### config.mk
export PLATFORM = sky130hd
export DESIGN_NAME = scoreboard_fwd_unit
export DESIGN_NICKNAME = d
export VERILOG_FILES = /design/src/rtl/hazard_pkg.sv /design/src/rtl/mc_scoreboard.sv /design/src/rtl/scoreboard_fwd_unit.sv
export SDC_FILE = /design/constraint.sdc
export NUM_CORES = 1
export LEC_CHECK = 0
export BUFFER_PORTS_ARGS = -buffer_cell sky130_fd_sc_hd__buf_2
export CORE_MARGIN = 3
export CORE_UTILIZATION = 49
export CTS_BUF_LIST = sky130_fd_sc_hd__clkbuf_2 sky130_fd_sc_hd__clkbuf_4 sky130_fd_sc_hd__clkbuf_8
export DETAILED_ROUTE_END_ITERATION = 6
export GPL_TIMING_DRIVEN = 0
export PLACE_DENSITY = 0.95
export SYNTH_ARGS = -nofsm -noshare
export SYNTH_HDL_FRONTEND = slang
export SYNTH_HIERARCHICAL = 1
export SYNTH_SLANG_ARGS = --single-unit
export TNS_END_PERCENT = 1
### constraint.sdc
create_clock -name clk_i -period 3.2 [get_ports clk_i]
set_clock_uncertainty 0.1 [all_clocks]
set_input_delay 0.32 -clock clk_i [delete_from_list [all_inputs] [get_ports clk_i]]
set_output_delay 0.32 -clock clk_i [all_outputs]
set_load 0.1 [all_outputs]
### src/rtl/hazard_pkg.sv
// hazard_pkg: forwarding select codes and multi-cycle scoreboard states
package hazard_pkg;
  localparam logic [1:0] FWD_RF  = 2'b00;
  localparam logic [1:0] FWD_WB  = 2'b01;
  localparam logic [1:0] FWD_MEM = 2'b10;
  typedef enum logic [1:0] {IDLE, BUSY, DONE} mc_state_e;
endpackage

### src/rtl/mc_scoreboard.sv
// mc_scoreboard: countdown tracker for the single iterative MUL/DIV unit
// Ports: issue_i/id_rd_i start an op; mc_busy_o (BUSY or DONE), mc_struct_o (BUSY only,
// the structural-conflict view), mc_rd_o destination, mc_done_o writeback pulse.
// HAZARD_STATS_EN adds mc_issue_cnt_o, a saturating issue counter.
module mc_scoreboard import hazard_pkg::*; #(
  parameter int REG_AW = 5,
  parameter int MC_LAT = 4
) (
  input  logic              clk_i,
  input  logic              rst_i,
  input  logic              issue_i,
  input  logic [REG_AW-1:0] id_rd_i,
  output logic              mc_busy_o,
  output logic              mc_struct_o,
  output logic              mc_done_o,
  output logic [REG_AW-1:0] mc_rd_o
`ifdef HAZARD_STATS_EN
  ,output logic [31:0]      mc_issue_cnt_o
`endif
);
  localparam logic [3:0] LOAD = 4'(MC_LAT - 1);
  mc_state_e state_q, state_d;
  logic [3:0] cnt_q, cnt_d;
  logic [REG_AW-1:0] rd_q, rd_d;
  always_ff @(posedge clk_i)
    if (!rst_i) begin
      state_q <= IDLE;
      cnt_q   <= '0;
      rd_q    <= '0;
    end else begin
      state_q <= state_d;
      cnt_q   <= cnt_d;
      rd_q    <= rd_d;
    end
  // DONE is entered when the counter will read 1, so the pulse lands MC_LAT-1 cycles after issue
  always_comb begin
    state_d = IDLE;
    cnt_d   = cnt_q;
    rd_d    = rd_q;
    if (state_q == BUSY) begin
      cnt_d   = cnt_q - 4'd1;
      state_d = (cnt_d == 4'd1) ? DONE : BUSY;
    end else if (issue_i) begin
      cnt_d   = LOAD;
      rd_d    = id_rd_i;
      state_d = (LOAD == 4'd1) ? DONE : BUSY;
    end
  end
  assign mc_busy_o   = state_q != IDLE;
  assign mc_struct_o = state_q == BUSY;
  assign mc_done_o   = state_q == DONE;
  assign mc_rd_o     = rd_q;
`ifdef HAZARD_STATS_EN
  always_ff @(posedge clk_i)
    if (!rst_i) mc_issue_cnt_o <= '0;
    else if (issue_i && ~&mc_issue_cnt_o) mc_issue_cnt_o <= mc_issue_cnt_o + 32'd1;
`endif
endmodule

### src/rtl/scoreboard_fwd_unit.sv
// scoreboard_fwd_unit: EX operand forwarding, load-use and multi-cycle hazard stall control
// Ports: ex_*/mem_*/wb_* pipeline tags drive fwd_o (2 bits per operand); id_* drive stall_o
// and multi-cycle issue; mc_* report the in-flight MUL/DIV op.
// HAZARD_STATS_EN adds stall_cnt_o and mc_issue_cnt_o saturating counters.
module scoreboard_fwd_unit import hazard_pkg::*; #(
  parameter int REG_AW = 5,
  parameter int NUM_RS = 2,
  parameter int MC_LAT = 4
) (
  input  logic                     clk_i,
  input  logic                     rst_i,
  input  logic                     id_valid_i,
  input  logic [NUM_RS*REG_AW-1:0] id_rs_i,
  input  logic [NUM_RS-1:0]        id_rs_used_i,
  input  logic [REG_AW-1:0]        id_rd_i,
  input  logic                     id_mc_i,
  input  logic [NUM_RS*REG_AW-1:0] ex_rs_i,
  input  logic                     ex_regwrite_i,
  input  logic                     ex_memread_i,
  input  logic [REG_AW-1:0]        ex_rd_i,
  input  logic                     mem_regwrite_i,
  input  logic [REG_AW-1:0]        mem_rd_i,
  input  logic                     wb_regwrite_i,
  input  logic [REG_AW-1:0]        wb_rd_i,
  output logic [2*NUM_RS-1:0]      fwd_o,
  output logic                     stall_o,
  output logic                     mc_busy_o,
  output logic [REG_AW-1:0]        mc_rd_o,
  output logic                     mc_done_o
`ifdef HAZARD_STATS_EN
  ,output logic [31:0]             stall_cnt_o,
  output logic [31:0]              mc_issue_cnt_o
`endif
);
  logic [NUM_RS-1:0] lu_hit, raw_hit;
  logic mc_struct, load_use, mc_haz, issue;
  for (genvar k = 0; k < NUM_RS; k++) begin : g_rs
    logic [REG_AW-1:0] ers, irs;
    assign ers = ex_rs_i[k*REG_AW +: REG_AW];
    assign irs = id_rs_i[k*REG_AW +: REG_AW];
    assign fwd_o[2*k +: 2] = (mem_regwrite_i && mem_rd_i != '0 && mem_rd_i == ers) ? FWD_MEM :
                             (wb_regwrite_i && wb_rd_i != '0 && wb_rd_i == ers) ? FWD_WB : FWD_RF;
    assign lu_hit[k]  = id_rs_used_i[k] && irs == ex_rd_i;
    assign raw_hit[k] = id_rs_used_i[k] && irs == mc_rd_o;
  end
  assign load_use = ex_memread_i && ex_rd_i != '0 && |lu_hit;
  // RAW is waived in the DONE cycle (writeback forwards it); structural only blocks in BUSY
  assign mc_haz = mc_busy_o && ((|raw_hit && mc_rd_o != '0 && !mc_done_o) ||
                                (id_rd_i == mc_rd_o && id_rd_i != '0) || (id_mc_i && mc_struct));
  assign stall_o = id_valid_i && (load_use || mc_haz);
  assign issue   = id_valid_i && id_mc_i && !stall_o;
  mc_scoreboard #(.REG_AW(REG_AW), .MC_LAT(MC_LAT)) u_mc (
    .clk_i       (clk_i),
    .rst_i       (rst_i),
    .issue_i     (issue),
    .id_rd_i     (id_rd_i),
    .mc_busy_o   (mc_busy_o),
    .mc_struct_o (mc_struct),
    .mc_done_o   (mc_done_o),
    .mc_rd_o     (mc_rd_o)
`ifdef HAZARD_STATS_EN
    ,.mc_issue_cnt_o (mc_issue_cnt_o)
`endif
  );
`ifdef HAZARD_STATS_EN
  always_ff @(posedge clk_i)
    if (!rst_i) stall_cnt_o <= '0;
    else if (stall_o && ~&stall_cnt_o) stall_cnt_o <= stall_cnt_o + 32'd1;
`endif
  logic unused_ex_regwrite;
  assign unused_ex_regwrite = ex_regwrite_i;
endmodule

==> results of run 1 <==
==> per-layer routing <==
layer / vias to the layer above / part of all wire (%)
met2: 36 / 53
met4: 0 / 0.57
met3: 2 / 4.7
met1: 551 / 42
li1: 614 / -
met5: - / 0
==> power by group through the flow <==
stage	combinational (mW)	sequential (mW)	clock [mW]
after global routing	0.226	0.160	0.109
after detailed placement	0.206	0.161	0
after CTS	0.207	0.158	0.103
after global placement	0.201	0.160	0
final	0.207	0.158	0.101
after floorplan	0.118	0.181	0
==> final timing paths <==
check	start	end	slack, ns	cells past startpoint
hold / removal	id_rd_i[3]	u_mc/mc_rd_o[3]$_SDFFE_PN0P_	0.22	3
setup reg to reg	u_mc/mc_rd_o[0]$_SDFFE_PN0P_	u_mc/mc_rd_o[4]$_SDFFE_PN0P_	0.93	9
setup / recovery	u_mc/mc_rd_o[2]$_SDFFE_PN0P_	stall_o	0.78	6
hold reg to reg	u_mc/cnt_q[3]$_SDFFE_PN0P_	u_mc/cnt_q[3]$_SDFFE_PN0P_	0.42	2
==> final cells by class <==
| type | instances | area [um^2] |
|---|---|---|
| sequential | 11 | 220 |
| inverter | 6 | 27.5 |
| tap | 27 | 33.8 |
| fill | 165 | 553 |
| multi-input combinational | 118 | 877 |
| buffer | 3 | 20.0 |
| clock buffer | 4 | 30.0 |
| timing repair buffer | 60 | 300 |
==> cell usage in the layout, fill, tap and decap left out <==
| master | instances |
|---|---|
| buf_6 | 1 |
| a21oi_1 | 7 |
| or4_4 | 1 |
| and2_1 | 1 |
| dfxtp_1 | 11 |
| ha_1 | 2 |
| nand3_1 | 7 |
| clkbuf_4 | 4 |
| buf_2 | 61 |
| nor3b_2 | 1 |
| nor3_1 | 2 |
| nor3_2 | 1 |
| and4b_1 | 1 |
| inv_1 | 5 |
| nor4_2 | 4 |
| nand2b_1 | 1 |
| o2111ai_1 | 1 |
| nor2_1 | 3 |
| inv_6 | 1 |
| xor2_1 | 14 |
| nor2b_1 | 1 |
| o22ai_1 | 2 |
| a211oi_1 | 2 |
| xnor2_1 | 32 |
| nand4b_1 | 1 |
| or4_1 | 5 |
| o211ai_1 | 1 |
| nand2_1 | 13 |
| or2_2 | 1 |
| a31oi_2 | 1 |
| o21ai_2 | 1 |
| o21ai_0 | 2 |
| clkbuf_1 | 1 |
| nand4_1 | 6 |
| o31ai_1 | 1 |
| nor2_4 | 1 |
| nand3b_1 | 1 |
| o21ai_1 | 1 |
==> cells in the mapped netlist (2+ instances only) <==
cell and count:
a211oi_1 2, a21oi_1 7, dfxtp_1 11, ha_1 2
inv_1 5, nand2_1 13, nand3_1 7, nand4_1 6
nor2_1 3, nor3_1 2, nor4_1 2, nor4_2 2
o21ai_0 2, o22ai_1 2, or4_1 5, xnor2_1 32
xor2_1 14
==> sequential cells by signal (all words and copies together), names as in the netlist <==
register      cells
u_mc/cnt_q        4
u_mc/mc_rd_o      5
u_mc/state_q      2
==> worst max-delay path, delay by kind of cell, from the launching register on <==
family | cells | cell delay (ns)
XOR/XNOR | 1 | 0.16
AO/OA/AOI/OAI | 3 | 0.54
flip-flops | 1 | 0.48
AND/OR/NAND/NOR | 1 | 0.11
buffers and inverters | 1 | 0.44
==> through the flow <==
step	utilization [%]	setup slack, ns	cells
after global routing	73.2	0.608	229
final	73.2	0.781	229
after global placement	71.7	0.829	225
after CTS	73.2	0.781	229
after floorplan	-	-0.400	138
after detailed placement	71.7	0.829	225
==> logic make-up (layout without fill, tap and decap cells) <==
kind of cell / Yosys count / in the layout / synth area share, %
AOI/OAI and AO/OA: 19 / 19 / 10.3
adders and majority gates: 2 / 2 / 2.22
buffers and inverters: 9 / 73 / 4.22
and+or+nand+nor: 51 / 51 / 27.9
xor gates and xnor gates: 46 / 46 / 35.8
DFF: 11 / 11 / 19.6
==> summary.md, run 1 <==
| Metric | Value |
|---|---|
| GR Overflow Total | `0` |
| GRT met1 Usage | `between 20% and 30%` |
| Layout cell share with drive strength beyond 1 | `38.6%` |
| Synthesized area per cell | `8.16 um^2` |
| Top achievable clock speed | `just over 400 MHz` |
| Initial antenna violation count | `0` |
| Number of synthesized flops with an enable pin | `0` |
| Internal Power | `a little under 0.3 mW` |
| CP max-delay cell | `dfxtp_1` |
| TritonCTS clock tree | `built` |
| GR peak layer | `met2` |
| CP Max Fanout | `6` |
| WP data required | `2.78 ns` |
| Htree depth | `1` |
| Sequential power share | `approximately 34%` |
| Actual slew at the worst max-slew pin | `around 0.5 ns` |
| DRC violations left | `0` |
| Synthesized Nets | `190` |
| DIE WIDTH | `approximately 54 um` |
| Initial Utilization | `between 50 and 60%` |
| Top post-synthesis cells by area | `xnor2_1, dfxtp_1, xor2_1, nand2_1, nand4_1` |
| CP Capture Type | `output port` |
| Synth area leader | `xnor2_1` |
| Setup TNS Final | `0 ns` |
| Met3 Use GR | `under 10%` |
| Critical-path cell list | `xnor2_1, nand4_1, o22ai_1, o2111ai_1, a31oi_2, buf_2` |
| Fin nets | `255` |
| Die height | `between 50 and 60 um` |
| Relative slew slack | `about two thirds` |
| Ports | `62` |
| Pin count of the biggest net entering global routing | `11` |
| Core ar. | `between 2000 and 2500 um^2` |
| Post-DP HPWL | `about 2.6 mm` |
| CTS Buf Count | `3` |
| Vias in the first global route | `1128` |
| FF+latch count, synth | `11` |
| CTS Root Cell | `clkbuf_4` |
| Clock power share | `21.6%` |
| Switching power | `~0.18 mW` |
| HP Class | `in2reg` |
| Worst path max stage delay | `0.48 ns` |
| Final ANT Viol Nets | `0` |
| Number of port buffers | `60` |
| Overall power | `0.466 mW` |
| Hold WS | `approximately 0.22 ns` |
| Max cap viols | `0` |
| Worst path arrival time | `~2 ns` |
| Met2 Resource Use GR | `39.5%` |
| GP Congestion | `between 0.7 and 0.8` |
| Clock buffer depth | `2` |
| Routed WL | `2.96 mm` |
| Post-Syn Area | `1130 um^2` |
| Combinational Power Share | `~45%` |
| Hold Buf Count CTS | `0` |
| Peak supply drop | `around 0.25 mV` |
| Dpl cell area | `around 1500 um^2` |
| First-pass GRT wire length | `4.62 mm` |
| GRT Total Usage | `21.2%` |
| # setup viols final | `0` |
| Crit share post-route | `75.6%` |
| Worst-path clk slew | `0.06 ns` |
| Routed vias | `1203` |
| Final min period | `between 2 and 2.5 ns` |
| Skew-Pair Late Insertion Delay | `approximately 0.26 ns` |
| Post-CTS setup buffers | `0` |
| Register area share after synthesis | `19.6%` |
| Final Slew Violations | `0` |
| Synth Warn # | `6` |
| Ys async rst share | `0%` |
| RSZ-0062 raised after global routing | `no` |
| Status | `completed` |
| P&R area growth vs syn | `34.0%` |
| Synth Instances | `138` |
| Vias per std cell | `5.25` |
| Final instance area | `1510 um^2` |
| Die Area | `approximately 2900 um^2` |
| Hold Vio Cnt, Final | `0` |
| Rows | `16` |
| Pre-antenna DRT Iters | `4` |
| # diodes | `0` |
| Detailed Route Iter0 Violations | `27` |
| Synth unique cells | `38` |
| WL/cell | `~13 um` |
| CTS resizes | `0` |
| Worst setup path category | `reg2out` |
| Top cell type's share of synthesized area | `between 20% and 30%` |
| Clk sinks | `11` |
| Power density over cell area | `309 nW/um^2` |
| CP startpoint kind | `flop` |
| Prevailing post-synth register cell | `dfxtp_1` |
| Switching Share | `between 30% and 40%` |
| Leak Pwr | `0.630 nW` |
(Power assumes the default switching activity.)
==> run 2: changes to the inputs <==
--- a/config.mk
+++ b/config.mk
@@ -7,11 +7,11 @@
 export LEC_CHECK = 0
 export BUFFER_PORTS_ARGS = -buffer_cell sky130_fd_sc_hd__buf_2
 export CORE_MARGIN = 3
-export CORE_UTILIZATION = 49
+export CORE_UTILIZATION = 41
 export CTS_BUF_LIST = sky130_fd_sc_hd__clkbuf_2 sky130_fd_sc_hd__clkbuf_4 sky130_fd_sc_hd__clkbuf_8
 export DETAILED_ROUTE_END_ITERATION = 6
 export GPL_TIMING_DRIVEN = 0
-export PLACE_DENSITY = 0.95
+export PLACE_DENSITY = 0.87
 export SYNTH_ARGS = -nofsm -noshare
 export SYNTH_HDL_FRONTEND = slang
 export SYNTH_HIERARCHICAL = 1
==> constraint.sdc (replaced) <==
create_clock -name clk_i -period 2.2 [get_ports clk_i]
set_clock_uncertainty 0.1 [all_clocks]
set_input_delay 0.22 -clock clk_i [delete_from_list [all_inputs] [get_ports clk_i]]
set_output_delay 0.22 -clock clk_i [all_outputs]
set_load 0.1 [all_outputs]
==> run 2 against run 1 <==
Compared with the run above: critical path depth did not move; register-to-register slack got worse by 0.84 ns; combinational power rose by 56%; non-clock buffer count rose by 2; via count rose by 1.6%; worst setup slack got worse by 0.74 ns; flip-flop and latch count did not move; largest cell class unchanged; largest power group unchanged; design area rose by 7.3%; die area rose by 17%; sequential power rose by 46%.
==> summary.md, run 2 (synthesis gave the netlist of run 1 again) <==
| Metric | Value |
|---|---|
| Htree depth | `1 (unchanged)` |
| Final min period | `about 2.2 ns` |
| Crit path from | `wb_rd_i[3]` |
| Sequential power share | `32.9% (-1.0 points)` |
| GR Overflow Total | `0 (unchanged)` |
| First-pass GRT wire length | `4.85 mm (+5.1%)` |
| Fin nets | `257 (+0.78%)` |
| Clk sinks | `11 (unchanged)` |
| Reg2reg start | `u_mc/mc_rd_o[0]$_SDFFE_PN0P_` |
| Status | `completed` |
| Vias per std cell | `5.22 (-0.59%)` |
| FF/Latch Area | `226 um^2 (+2.8%)` |
| Die Area | `3410 um^2 (+17%)` |
| HP Class | `in2reg` |
| Actual slew at the worst max-slew pin | `0.492 ns (-0.00358 ns)` |
| CP Max Fanout | `3 (-3)` |
| Max reg flops | `5 (unchanged)` |
| DRC violations left | `0 (unchanged)` |
| Die height | `58.4 um (+8.3%)` |
| Routed vias | `1222 (+1.6%)` |
| Final ANT Viol Nets | `0 (unchanged)` |
| CP Capture Type | `output port` |
| Vias in the first global route | `1185 (+5.1%)` |
| Rows | `18 (+2)` |
| Combinational Power Share | `46.0% (+1.5 points)` |
| CP startpoint kind | `primary input` |
| Initial Utilization | `44.2% (-10 points)` |
| Crit share post-route | `98.1%` |
| GP Congestion | `0.815 (+4.0%)` |
| Clock power share | `21.1% (-0.5 points)` |
| Layout cell share with drive strength beyond 1 | `43.6% (+5.0 points)` |
| Detailed Route Iter0 Violations | `60 (+120%)` |
| GRT Total Usage | `18.1% (-3.1 points)` |
| Switching power | `0.273 mW (+54%)` |
| Top achievable clock speed | `between 400 and 500 MHz` |
| Crit path to | `fwd_o[2]` |
| RSZ-0062 raised after global routing | `yes` |
| Worst setup path category | `in2out` |
| DIE WIDTH | `58.4 um (+8.3%)` |
| Cells on worst reg2reg path | `9 (unchanged)` |
| # setup viols final | `0 (unchanged)` |
| Clock buffer depth | `2 (unchanged)` |
| P&R area growth vs syn | `43.8%` |
| Most common cell after layout, fill and taps aside | `buf_2` |
| Worst-path clk slew | `0.07 ns (about the same)` |
| Internal Power | `0.430 mW (+49%)` |
| Routed WL | `3.12 mm (+5.4%)` |
| Max cap viols | `0 (unchanged)` |
| Overall power | `0.703 mW (+51%)` |
| Hold Vio Cnt, Final | `0 (unchanged)` |
| Setup TNS Final | `0 ns (unchanged)` |
| Switching Share | `38.9% (+0.81 points)` |
| Ports | `62 (unchanged)` |
| Initial antenna violation count | `0 (unchanged)` |
| # diodes | `0 (unchanged)` |
| Hold Path Origin | `id_rd_i[2]` |
| Final Slew Violations | `0 (unchanged)` |
| Core ar. | `2540 um^2 (+23%)` |
| WL/cell | `13.3 um (+3.1%)` |
| R2R Path End | `u_mc/cnt_q[2]$_SDFFE_PN0P_` |
| Pin count of the biggest net entering global routing | `11 (unchanged)` |
| Fillcell total | `225 (+36%)` |
| Post-DP HPWL | `2.59 mm (+1.4%)` |
| Power density over cell area | `434 nW/um^2 (+41%)` |
| Number of port buffers | `60 (unchanged)` |
| R2R setup slack | `0.09 ns (-0.84 ns)` |
| Worst path arrival time | `1.84 ns (-0.16 ns)` |
| Leak Pwr | `0.653 nW (+3.6%)` |
| Skew-Pair Late Insertion Delay | `0.27 ns (about the same)` |
| CTS Root Cell | `clkbuf_4` |
| Peak supply drop | `0.315 mV (+24%)` |
| WP data required | `1.88 ns (-0.90 ns)` |
| CTS Buf Count | `3 (unchanged)` |
| Multi-input logic area | `943 um^2 (+7.6%)` |
| Commonest non-fill, non-tap cells in the layout | `buf_2, xnor2_1, xor2_1` |
| Pre-antenna DRT Iters | `4 (unchanged)` |
| TritonCTS clock tree | `built` |
| Relative slew slack | `67.4% (+0.24 points)` |
-- run 2: worst max-delay path: stages --
cell	delay, ns
buf_2	0.13
or4_1	0.12
o21ai_1	0.06
or4_1	0.58
nor4_4	0.27
buf_2	0.46
-- run 2: what timing repair did --
action | in CTS | in global routing
resized for setup | 4 | 5
hold buffers | 0 | 0
setup buffers | 0 | 2
setup endpoints to repair | 8 | 9
endpoints found under the hold margin | 0 | 0
pin swaps | 0 | 2
-- run 2: how the worst min path moves through the flow --
stage                     slack (ns)                      endpoint  cells past startpoint
after floorplan                 0.26  u_mc/mc_rd_o[0]$_SDFFE_PN0P_                      2
after global placement          0.38    u_mc/cnt_q[3]$_SDFFE_PN0P_                      3
after detailed placement        0.39  u_mc/mc_rd_o[4]$_SDFFE_PN0P_                      3
after CTS                       0.11  u_mc/mc_rd_o[4]$_SDFFE_PN0P_                      3
after global routing            0.09  u_mc/mc_rd_o[1]$_SDFFE_PN0P_                      3
final                           0.11  u_mc/mc_rd_o[2]$_SDFFE_PN0P_                      3
-- run 2: metal layers --
metal | vias to the layer above | GRT usage [%] | share of wire, %
met1 | 555 | 22.3 | 45
met3 | 0 | 3.51 | 6.5
met4 | 0 | 5.96 | 0
met5 | - | 0 | 0
met2 | 45 | 31.3 | 48
li1 | 622 | - | -
-- run 2: area by class of cell --
class,instances,area share [%]
multi-input cells,118,58.3
repair buffers,62,20.2
flip-flops and latches,11,14.0
well taps,30,2.32
clock buffers,4,1.85
inverters,6,1.70
plain buffers,3,1.62
-- run 2: per-stage QoR --
stage	hold WS, ns	utilization (%)	cell area [um^2]	setup slack (ns)	instances
4_1_cts	0.107	62.5	1590	0.0172	232
5_1_grt	0.0943	63.6	1620	-0.00367	234
6_report	0.110	63.6	1620	0.0415	234
2_1_floorplan	0.260	-	1210	-0.291	138
3_5_place_dp	0.393	60.8	1550	-0.0249	228
3_3_place_gp	0.384	60.8	1550	-0.0349	228
-- run 2: power groups by stage --
stage	logic [mW]	registers, mW	clock network (mW)
floorplan	0.183	0.264	0
global placement	0.306	0.235	0
detailed placement	0.314	0.235	0
CTS	0.318	0.231	0.153
global route	0.347	0.233	0.166
finish	0.323	0.231	0.148
==> run 3: changes to the inputs <==
==> constraint.sdc (replaced) <==
create_clock -name clk_i -period 2.2 [get_ports clk_i]
set_clock_uncertainty 0.1 [all_clocks]
set_input_delay 0.55 -clock clk_i [delete_from_list [all_inputs] [get_ports clk_i]]
set_output_delay 0.55 -clock clk_i [all_outputs]
set_load 0.1 [all_outputs]
==> run 3 against run 2 <==
Compared with the run above: the run now ends with setup timing left; sequential share of layout area down 0.34 points; register-to-register slack worse by 0.03 ns; worst hold slack better by 0.30 ns; cell count down 0.85%; design area up 1.9%; global-route usage up 0.91 points; highest routed layer is now met4.
==> summary.md, run 3 (synthesis gave the netlist of run 1 again) <==
| Metric | Value |
|---|---|
| R2R Path End | `u_mc/cnt_q[2]$_SDFFE_PN0P_` |
| RSZ-0062 raised after global routing | `yes` |
| P&R area growth vs syn | `46.6%` |
| Leak Pwr | `0.655 nW (+0.21%)` |
| Hold Vio Cnt, Final | `0 (unchanged)` |
| Detailed Route Iter0 Violations | `37 (-38%)` |
| Worst path arrival time | `1.96 ns (+0.12 ns)` |
| CP startpoint kind | `primary input` |
| Clock buffer depth | `2 (unchanged)` |
| CTS Buf Count | `3 (unchanged)` |
| GR Overflow Total | `0 (unchanged)` |
| Fin nets | `255 (-0.78%)` |
| Power density over cell area | `428 nW/um^2 (-1.5%)` |
| Worst Hold Depth | `2 (-1)` |
| Hold path endpoint | `u_mc/mc_rd_o[0]$_SDFFE_PN0P_` |
| Pre-antenna DRT Iters | `4 (unchanged)` |
| Hold Buf Count CTS | `0 (unchanged)` |
| Layout cell share with drive strength beyond 1 | `43.6% (-0.063 points)` |
| Clk sinks | `11 (unchanged)` |
| GRT Total Usage | `19.0% (+0.91 points)` |
| Post-DP HPWL | `2.55 mm (-1.3%)` |
| HP Class | `reg2reg` |
| DIE WIDTH | `58.4 um (unchanged)` |
| Final Non-Filler Cells | `232 (-0.85%)` |
| Routed vias | `1248 (+2.1%)` |
| Ports | `62 (unchanged)` |
| Final min period | `2.61 ns (+0.454 ns)` |
| Rows | `18 (unchanged)` |
| # diodes | `0 (unchanged)` |
| Initial Utilization | `44.2% (unchanged)` |
| Max reg flops | `5 (unchanged)` |
| WP data required | `1.55 ns (-0.33 ns)` |
| Pin count of the biggest net entering global routing | `11 (unchanged)` |
| Vias in the first global route | `1238 (+4.5%)` |
| Worst setup path category | `in2out` |
| CP Capture Type | `output port` |
| GP Congestion | `0.861 (+5.6%)` |
| Initial antenna violation count | `0 (unchanged)` |
| DRC violations left | `0 (unchanged)` |
| Status | `finished, violations left` |
| Top achievable clock speed | `383 MHz (-17%)` |
| Peak supply drop | `0.482 mV (+53%)` |
| Relative slew slack | `67.6% (+0.13 points)` |
| Core ar. | `2540 um^2 (unchanged)` |
| WL/cell | `14.1 um (+6.0%)` |
| Worst-path clk slew | `0.07 ns (about the same)` |
| First-pass GRT wire length | `5.13 mm (+5.7%)` |
| Final instance area | `1650 um^2 (+1.9%)` |
| Final ANT Viol Nets | `0 (unchanged)` |
| CP Max Fanout | `3 (unchanged)` |
| TritonCTS clock tree | `built` |
| Post-CTS setup buffers | `0 (unchanged)` |
| Max cap viols | `0 (unchanged)` |
| Failing checks | `setup timing` |
| Skew-Pair Late Insertion Delay | `0.26 ns (about the same)` |
| Htree depth | `1 (unchanged)` |
| Die height | `58.4 um (unchanged)` |
| Number of port buffers | `60 (unchanged)` |
| Actual slew at the worst max-slew pin | `0.490 ns (-0.00190 ns)` |
| Dpl cell area | `1540 um^2 (-0.57%)` |
| Die Area | `3410 um^2 (unchanged)` |
| Most common cell after layout, fill and taps aside | `buf_2` |
| Crit share post-route | `119% (+21 points)` |
| Reg2reg start | `u_mc/mc_rd_o[0]$_SDFFE_PN0P_` |
| Hold Path Origin | `u_mc/mc_rd_o[0]$_SDFFE_PN0P_` |
| Final Slew Violations | `0 (unchanged)` |
| Vias per std cell | `5.38 (+3.0%)` |
| Setup ws final | `-0.412 ns (-0.454 ns)` |
| Routed WL | `3.28 mm (+5.1%)` |
| Commonest non-fill, non-tap cells in the layout | `buf_2, xnor2_1, xor2_1` |
| CTS Root Cell | `clkbuf_4` |
| # setup viols final | `5 (+5)` |
| Fillcell total | `203 (-9.8%)` |
| Cells on worst reg2reg path | `9 (unchanged)` |
| Post-placement cell count | `228 (unchanged)` |
| R2R setup slack | `0.06 ns (-0.03 ns)` |
[run 3: cell types whose count changed in the layout (fill, tap and decap cells not counted), sizes merged]
cell	before	now
buf	64	62
[run 3: worst max path at each step]
stage | startpoint | to | slack [ns] | depth (start not counted)
finish | wb_rd_i[1] | fwd_o[0] | -0.41 | 5
global route | ex_rs_i[6] | fwd_o[2] | -0.43 | 5
CTS | wb_rd_i[1] | fwd_o[0] | -0.41 | 5
detailed placement | wb_rd_i[2] | fwd_o[0] | -0.65 | 6
global placement | wb_rd_i[3] | fwd_o[2] | -0.61 | 6
floorplan | mem_rd_i[1] | fwd_o[0] | -0.95 | 4
[run 3: routing by layer]
metal / global-route usage [%] / vias to the layer above / share of wire [%]
met2: 33.7 / 53 / 50
met1: 22.9 / 568 / 41
met3: 2.63 / 8 / 8.1
met4: 7.62 / 0 / 1.0
met5: 0 / - / 0
li1: - / 619 / -
[run 3: power breakdown]
| part | leakage (nW) | total, mW | internal [mW] | switching, mW |
|---|---|---|---|---|
| sequential | 0.0919 | 0.231 | 0.213 | 0.0182 |
| clock | 0.0184 | 0.144 | 0.0824 | 0.0618 |
| combinational | 0.544 | 0.330 | 0.137 | 0.193 |
[run 3: cell type report]
| class | count | area (um^2) | area share, % |
|---|---|---|---|
| Tap cell | 30 | 37.5 | 2.27 |
| Inverter | 6 | 27.5 | 1.67 |
| Clock buffer | 4 | 30.0 | 1.82 |
| Timing Repair Buffer | 60 | 352 | 21.3 |
| Buffer | 3 | 26.3 | 1.59 |
| Sequential cell | 11 | 225 | 13.6 |
| Multi-Input combinational cell | 118 | 952 | 57.7 |
[run 3: metrics by stage]
| stage | worst slack, ns | TNS (ns) | hold slack (ns) | total power [mW] | utilization, % |
|---|---|---|---|---|---|
| 2_1_floorplan | -0.951 | -10.59 | 0.385 | 0.447 | - |
| 3_3_place_gp | -0.605 | -5.07 | 0.401 | 0.539 | 60.4 |
| 3_5_place_dp | -0.654 | -5.23 | 0.407 | 0.546 | 60.4 |
| 4_1_cts | -0.411 | -1.45 | 0.414 | 0.709 | 64.4 |
| 5_1_grt | -0.430 | -1.86 | 0.436 | 0.749 | 64.8 |
| 6_report | -0.412 | -1.36 | 0.413 | 0.706 | 64.8 |
[run 3: critical path, cell delays in order]
cell and delay (ns):
buf_2 0.12, xor2_1 0.15, or4_4 0.55, nor4_4 0.32, buf_6 0.26
[run 3: repair_timing]
action	4_1_cts	5_1_grt
cloned	0	0
endpoints found under the setup margin	13	14
resized for setup	23	5
pin swaps	2	5
